<file path="config.mk">
export PLATFORM = sky130hd
export DESIGN_NAME = filter_pipe_ctrl
export DESIGN_NICKNAME = d
export VERILOG_FILES = /design/src/rtl/filter_pipe_ctrl.sv
export SDC_FILE = /design/constraint.sdc
export NUM_CORES = 1
export LEC_CHECK = 0
export ABC_AREA = 1
export CAP_MARGIN = 25
export CORE_MARGIN = 5
export CORE_UTILIZATION = 43
export DETAILED_ROUTE_END_ITERATION = 8
export PLACE_DENSITY = 0.85
export SLEW_MARGIN = 20
export SYNTH_ARGS = -nofsm -noshare
export SYNTH_HDL_FRONTEND = slang
export SYNTH_SLANG_ARGS = --single-unit
</file>
<file path="constraint.sdc">
create_clock -name Clock -period 4.04 [get_ports Clock]
set_input_delay 0.606 -clock Clock [delete_from_list [all_inputs] [get_ports Clock]]
set_output_delay 0.606 -clock Clock [all_outputs]
set_load 0.01 [all_outputs]
</file>
<file path="src/rtl/filter_pipe_ctrl.sv">
// filter_pipe_ctrl: sequences the image filter pipe.
// Owns Enable and Filter_config and only moves them on a frame boundary, so
// no frame is ever split across two filter modes. Mode changes arrive on a
// single-cycle req/ack handshake; optional auto-cycling steps the mode every
// FRAMES_PER_MODE frames while the pipe is running.
module filter_pipe_ctrl #(
   parameter int unsigned FRAMES_PER_MODE = 60,
   parameter int unsigned MODE_MAX        = 5
) (
   input  logic        Clock,
   input  logic        Resetn,
   input  logic        Clock_en,
   input  logic [10:0] H_Count,
   input  logic [9:0]  V_Count,
   input  logic        Run_req,
   input  logic        Auto_cycle,
   input  logic        Cfg_req,
   input  logic [2:0]  Cfg_mode,
   output logic        Cfg_ack,
   output logic        Cfg_err,
   output logic        Enable,
   output logic [31:0] Filter_config,
   output logic        Busy
);

   typedef enum logic [1:0] {
      S_OFF,
      S_ARM,
      S_ON,
      S_DRAIN
   } state_t;

   state_t     state, state_nxt;
   logic       enable_nxt;
   logic       fs;
   logic       cfg_legal;
   logic       cfg_ok;
   logic       apply_old;
   logic       auto_act;
   logic [2:0] mode_q, mode_nxt;
   logic [2:0] pend_q, pend_nxt;
   logic       busy_nxt;
   logic [7:0] cnt_q, cnt_nxt;

   // Frame start strobe and request classification
   always_comb begin
      fs        = Clock_en && (H_Count == 11'd0) && (V_Count == 10'd0);
      cfg_legal = ({29'd0, Cfg_mode} <= MODE_MAX);
      cfg_ok    = Cfg_req && cfg_legal;
   end

   // Run FSM next-state; Enable follows the state being entered
   always_comb begin
      state_nxt = state;
      case (state)
         S_OFF:   if (Run_req) state_nxt = S_ARM;
         S_ARM:   if (!Run_req) state_nxt = S_OFF;
                  else if (fs) state_nxt = S_ON;
         S_ON:    if (!Run_req) state_nxt = S_DRAIN;
         S_DRAIN: if (Run_req) state_nxt = S_ON;
                  else if (fs) state_nxt = S_OFF;
         default: state_nxt = S_OFF;
      endcase
      enable_nxt = (state_nxt == S_ON) || (state_nxt == S_DRAIN);
   end

   // Mode/pending/counter next values. In OFF a legal request is applied
   // directly so the config moves on the ack edge; otherwise an older pending
   // mode is applied at fs while a same-cycle request becomes the new pending.
   always_comb begin
      mode_nxt  = mode_q;
      pend_nxt  = pend_q;
      busy_nxt  = Busy;
      cnt_nxt   = cnt_q;
      apply_old = Busy && ((state == S_OFF) || fs);
      auto_act  = (state == S_ON) && Auto_cycle && !Busy;
      if (cfg_ok && (state == S_OFF)) begin
         mode_nxt = Cfg_mode;
         pend_nxt = Cfg_mode;
         busy_nxt = 1'b0;
         cnt_nxt  = '0;
      end else begin
         if (cfg_ok) begin
            pend_nxt = Cfg_mode;
            busy_nxt = 1'b1;
         end else if (apply_old) begin
            busy_nxt = 1'b0;
         end
         if (apply_old) begin
            mode_nxt = pend_q;
            cnt_nxt  = '0;
         end else if (auto_act && fs) begin
            if (cnt_q == 8'(FRAMES_PER_MODE - 1)) begin
               mode_nxt = (mode_q == 3'(MODE_MAX)) ? 3'd0 : mode_q + 3'd1;
               cnt_nxt  = '0;
            end else begin
               cnt_nxt = cnt_q + 8'd1;
            end
         end
      end
   end

   // State and output registers
   always_ff @(posedge Clock or negedge Resetn) begin
      if (!Resetn) begin
         state   <= S_OFF;
         Enable  <= 1'b0;
         mode_q  <= '0;
         pend_q  <= '0;
         Busy    <= 1'b0;
         cnt_q   <= '0;
         Cfg_ack <= 1'b0;
         Cfg_err <= 1'b0;
      end else begin
         state   <= state_nxt;
         Enable  <= enable_nxt;
         mode_q  <= mode_nxt;
         pend_q  <= pend_nxt;
         Busy    <= busy_nxt;
         cnt_q   <= cnt_nxt;
         Cfg_ack <= cfg_ok;
         Cfg_err <= Cfg_req && !cfg_legal;
      end
   end

   // Upper config bits are reserved and held at zero
   always_comb begin
      Filter_config = {29'd0, mode_q};
   end

endmodule

</file>
==> reports/qor.csv <==
stage,metric,value,unit
status,status,finished clean,
clocking,Post-CTS Repair Setup Buffers,0,
finish,n_diodes,0,
route,drt wl/cell,10.3,microns
hold_path,Worst Hold End,pend_q[0]$_DFFE_PN0P_,
pwr,power share of the clock group,18.8,%
setup_path,Worst Path Arrival,1370,ps
synthesis,syn_area_per_cell,7.48,sq um
timing,Post-Route Skew,3.14,ps
synthesis,post-synthesis cell type count,28,
global_route,antenna violations before repair,0,
finish,Layout fillers,304,
die,Core ar.,3030,sq um
timing,Fin. Hold Viols,0,
setup_path,Crit path buffers/inverters,1,
clocking,H-Tree Depth,1,
placement,IO Port Bufs,36,
clocking,CTS root buffer,clkbuf_4,
setup_path,startpoint class of the critical path,flop,
global_route,largest net degree at the start of global routing,20,
setup_path,crit path from,Busy$_DFFE_PN0P_,
route,vias per cell,4.31,
placement,pre-CTS setup slack,1820,ps
clocking,Post-CTS Resized,0,
placement,HPWL Detailed,2300,microns
die,Initial Util,44.5,%
pwr,Peak VDD IR,0.220,mV
finish,fin nets,251,
global_route,first-pass GRT wire length,4270,microns
route,TritonRoute pass-1 iters,4,
setup_path,critical path class,reg2out,
global_route,remaining global-route overflow,0,
timing,fin crit period,1980,ps
timing,slew of the pin with the lowest slew margin,839,ps
setup_path,worst-path fanout max,6,
pwr,leakage power,0.000815,uW
setup_path,"Slowest-stage cell, CP",clkdlybuf4s50_1,
finish,Layout area overhead,24.4,%
timing,Setup TNS,0,ps
timing,setup violators final,0,
route,total number of vias,1134,
clocking,Longest Clk Path Bufs,2,
synthesis,sequential fraction of the synthesis area,35.3,%
hold_path,Worst Hold Depth,2,
setup_path,Critical Path End Type,output pin,
global_route,GRT Overall Usage,12.3,%
global_route,vias in the first global route,1036,
timing,Pins Over Slew Limit,0,
route,DRC viols,0,
setup_path,maximum single-stage delay on the critical path,590,ps
timing,Max Fclk,505,MHz
die,die height,66.0,microns
setup_path,Crit path required time,3430,ps
pwr,Flop pwr share,46.5,%
synthesis,Yosys reg bits,19,
setup_path,"Largest delay share family, worst path",buffers and inverters,
placement,routability cong.,0.791,
clocking,clock sinks,19,
job,# Max-Cap Violations,0,
synthesis,dominant cell type by area after synthesis,dfrtp_1,
die,IO Count,66,
setup_path,R2R Path Start,Enable$_DFF_PN0_,
setup_path,critical-path cell list,clkdlybuf4s50_1,
hold_path,Min-Delay Startpoint,pend_q[0]$_DFFE_PN0P_,
route,DRT Wirelength,2710,microns
pwr,PwrDens,294,nW/um^2
clocking,"Hold-fix buffers, CTS",0,
synthesis,synth warn,0,
pwr,Comb pwr share,34.7,%
die,die area,4350,sq um
clocking,CTS buffer count,3,
die,row count,20,
setup_path,r2r setup slk,2470,ps
hold_path,Hold WC Path Type,reg2reg,
clocking,"Reg clk slew, reported paths",100,ps
pwr,NetSw,157,uW
die,width of the chip,66.0,microns
timing,RSZ-0062 raised after global routing,no,
setup_path,Worst Reg2Reg Path Length in Cells,8,
clocking,Skew-Pair Late Insertion Delay,290,ps
pwr,Switching Share,31.9,%
pwr,P_int,336,uW
setup_path,FF-to-FF End,mode_q[1]$_DFFE_PN0P_,
synthesis,top cell type's share of synthesized area,35.3,%
route,1st-iter DRT viols,35,
route,ANT nets after route,0,
finish,share of cells above drive strength 1,7.76,%
timing,final setup margin,2060,ps
finish,most frequent cells in the layout,"nand2_1 (36), clkdlybuf4s50_1 (36), conb_1 (29)",
clocking,CTS tree,built,
synthesis,Mapped Area,1350,sq um
timing,Max-slew headroom,43.9,%
timing,fin crit share,49.0,%
synthesis,Synth area leaders,"dfrtp_1 (35%), buf_4 (16%), nand2_1 (10%)",
synthesis,Post-Syn Instances,180,
## worst max-delay path by stage
stage / to / slack, ps / cells past startpoint
final: Busy / 2060 / 1
after global routing: mode_q[0]$_DFFE_PN0P_ / 1960 / 12
after CTS: Busy / 2050 / 1
after detailed placement: mode_q[1]$_DFFE_PN0P_ / 1820 / 12
after global placement: mode_q[1]$_DFFE_PN0P_ / 1840 / 10
after floorplan: mode_q[0]$_DFFE_PN0P_ / 2350 / 9
## Yosys cell counts
master and number:
nor2_2 2, o21ai_0 4, conb_1 1, o22ai_1 1
o21ai_2 1, inv_2 2, o211ai_1 1, o21ai_1 3
mux2_2 2, nor3_1 1, nand4_1 2, xnor2_1 1
xor2_1 3, or2_2 1, ha_1 1, nand2_1 36
or2_1 1, nand2_4 3, nand3_2 1, dfrtp_1 19
a21oi_1 5, nor3b_1 1, buf_4 29, nand3_4 1
inv_1 13, nand3_1 18, nor2_1 26, inv_4 1
## sequential cells by signal, indices dropped and copies added (netlist names)
signal / flops
Enable: 1
Cfg_err: 1
Cfg_ack: 1
Busy: 1
mode_q: 3
state: 1
pend_q: 3
cnt_q: 8
## area by class of cell
cell class                 instances  area, sq um  area share [%]
sequential                        19          475            28.4
inverter                          16         62.6            3.73
clock buffer                       4         26.3            1.57
timing repair buffer              36          360            21.5
tap                               44         55.1            3.29
multi-input combinational        144          696            41.5
## cells by family (layout without fill, tap and decap cells)
kind of cell	after synthesis	in the layout	share of synthesized area (%)
multiplexers	2	2	1.67
AND/OR/NAND/NOR	93	93	32.2
XOR/XNOR	4	4	2.60
other	1	29	0.279
adder cells (fa/ha/maj)	1	1	0.929
buffers and inverters	45	56	20.8
AO/OA/AOI/OAI	15	15	6.13
flip-flops	19	19	35.3
## metrics by stage
step           utilization, %  instances  instance area (sq um)  power, uW  hold slack, ps
6_report                 55.3        263                   1680        493             505
5_1_grt                  55.3        263                   1680        529             535
4_1_cts                  55.3        263                   1680        499             503
3_5_place_dp             54.5        259                   1650        404             477
3_3_place_gp             54.5        259                   1650        401             477
2_1_floorplan               -        208                   1450        345             310
## power by group through the flow
| stage | clock [uW] | sequential (uW) | combinational, uW |
|---|---|---|---|
| floorplan | 0 | 238 | 107 |
| global placement | 0 | 233 | 169 |
| detailed placement | 0 | 233 | 171 |
| CTS | 97.6 | 229 | 172 |
| global route | 102 | 233 | 193 |
| finish | 92.5 | 229 | 171 |
## metal layers
metal / GRT usage (%) / routed length [microns] / up-vias
met5: 0 / 0 / -
met1: 13.6 / 1030 / 507
li1: - / - / 593
met3: 2.04 / 155 / 2
met4: 4.57 / 11 / 0
met2: 23.2 / 1510 / 32
Note: power is estimated with default switching activity, not from simulation.
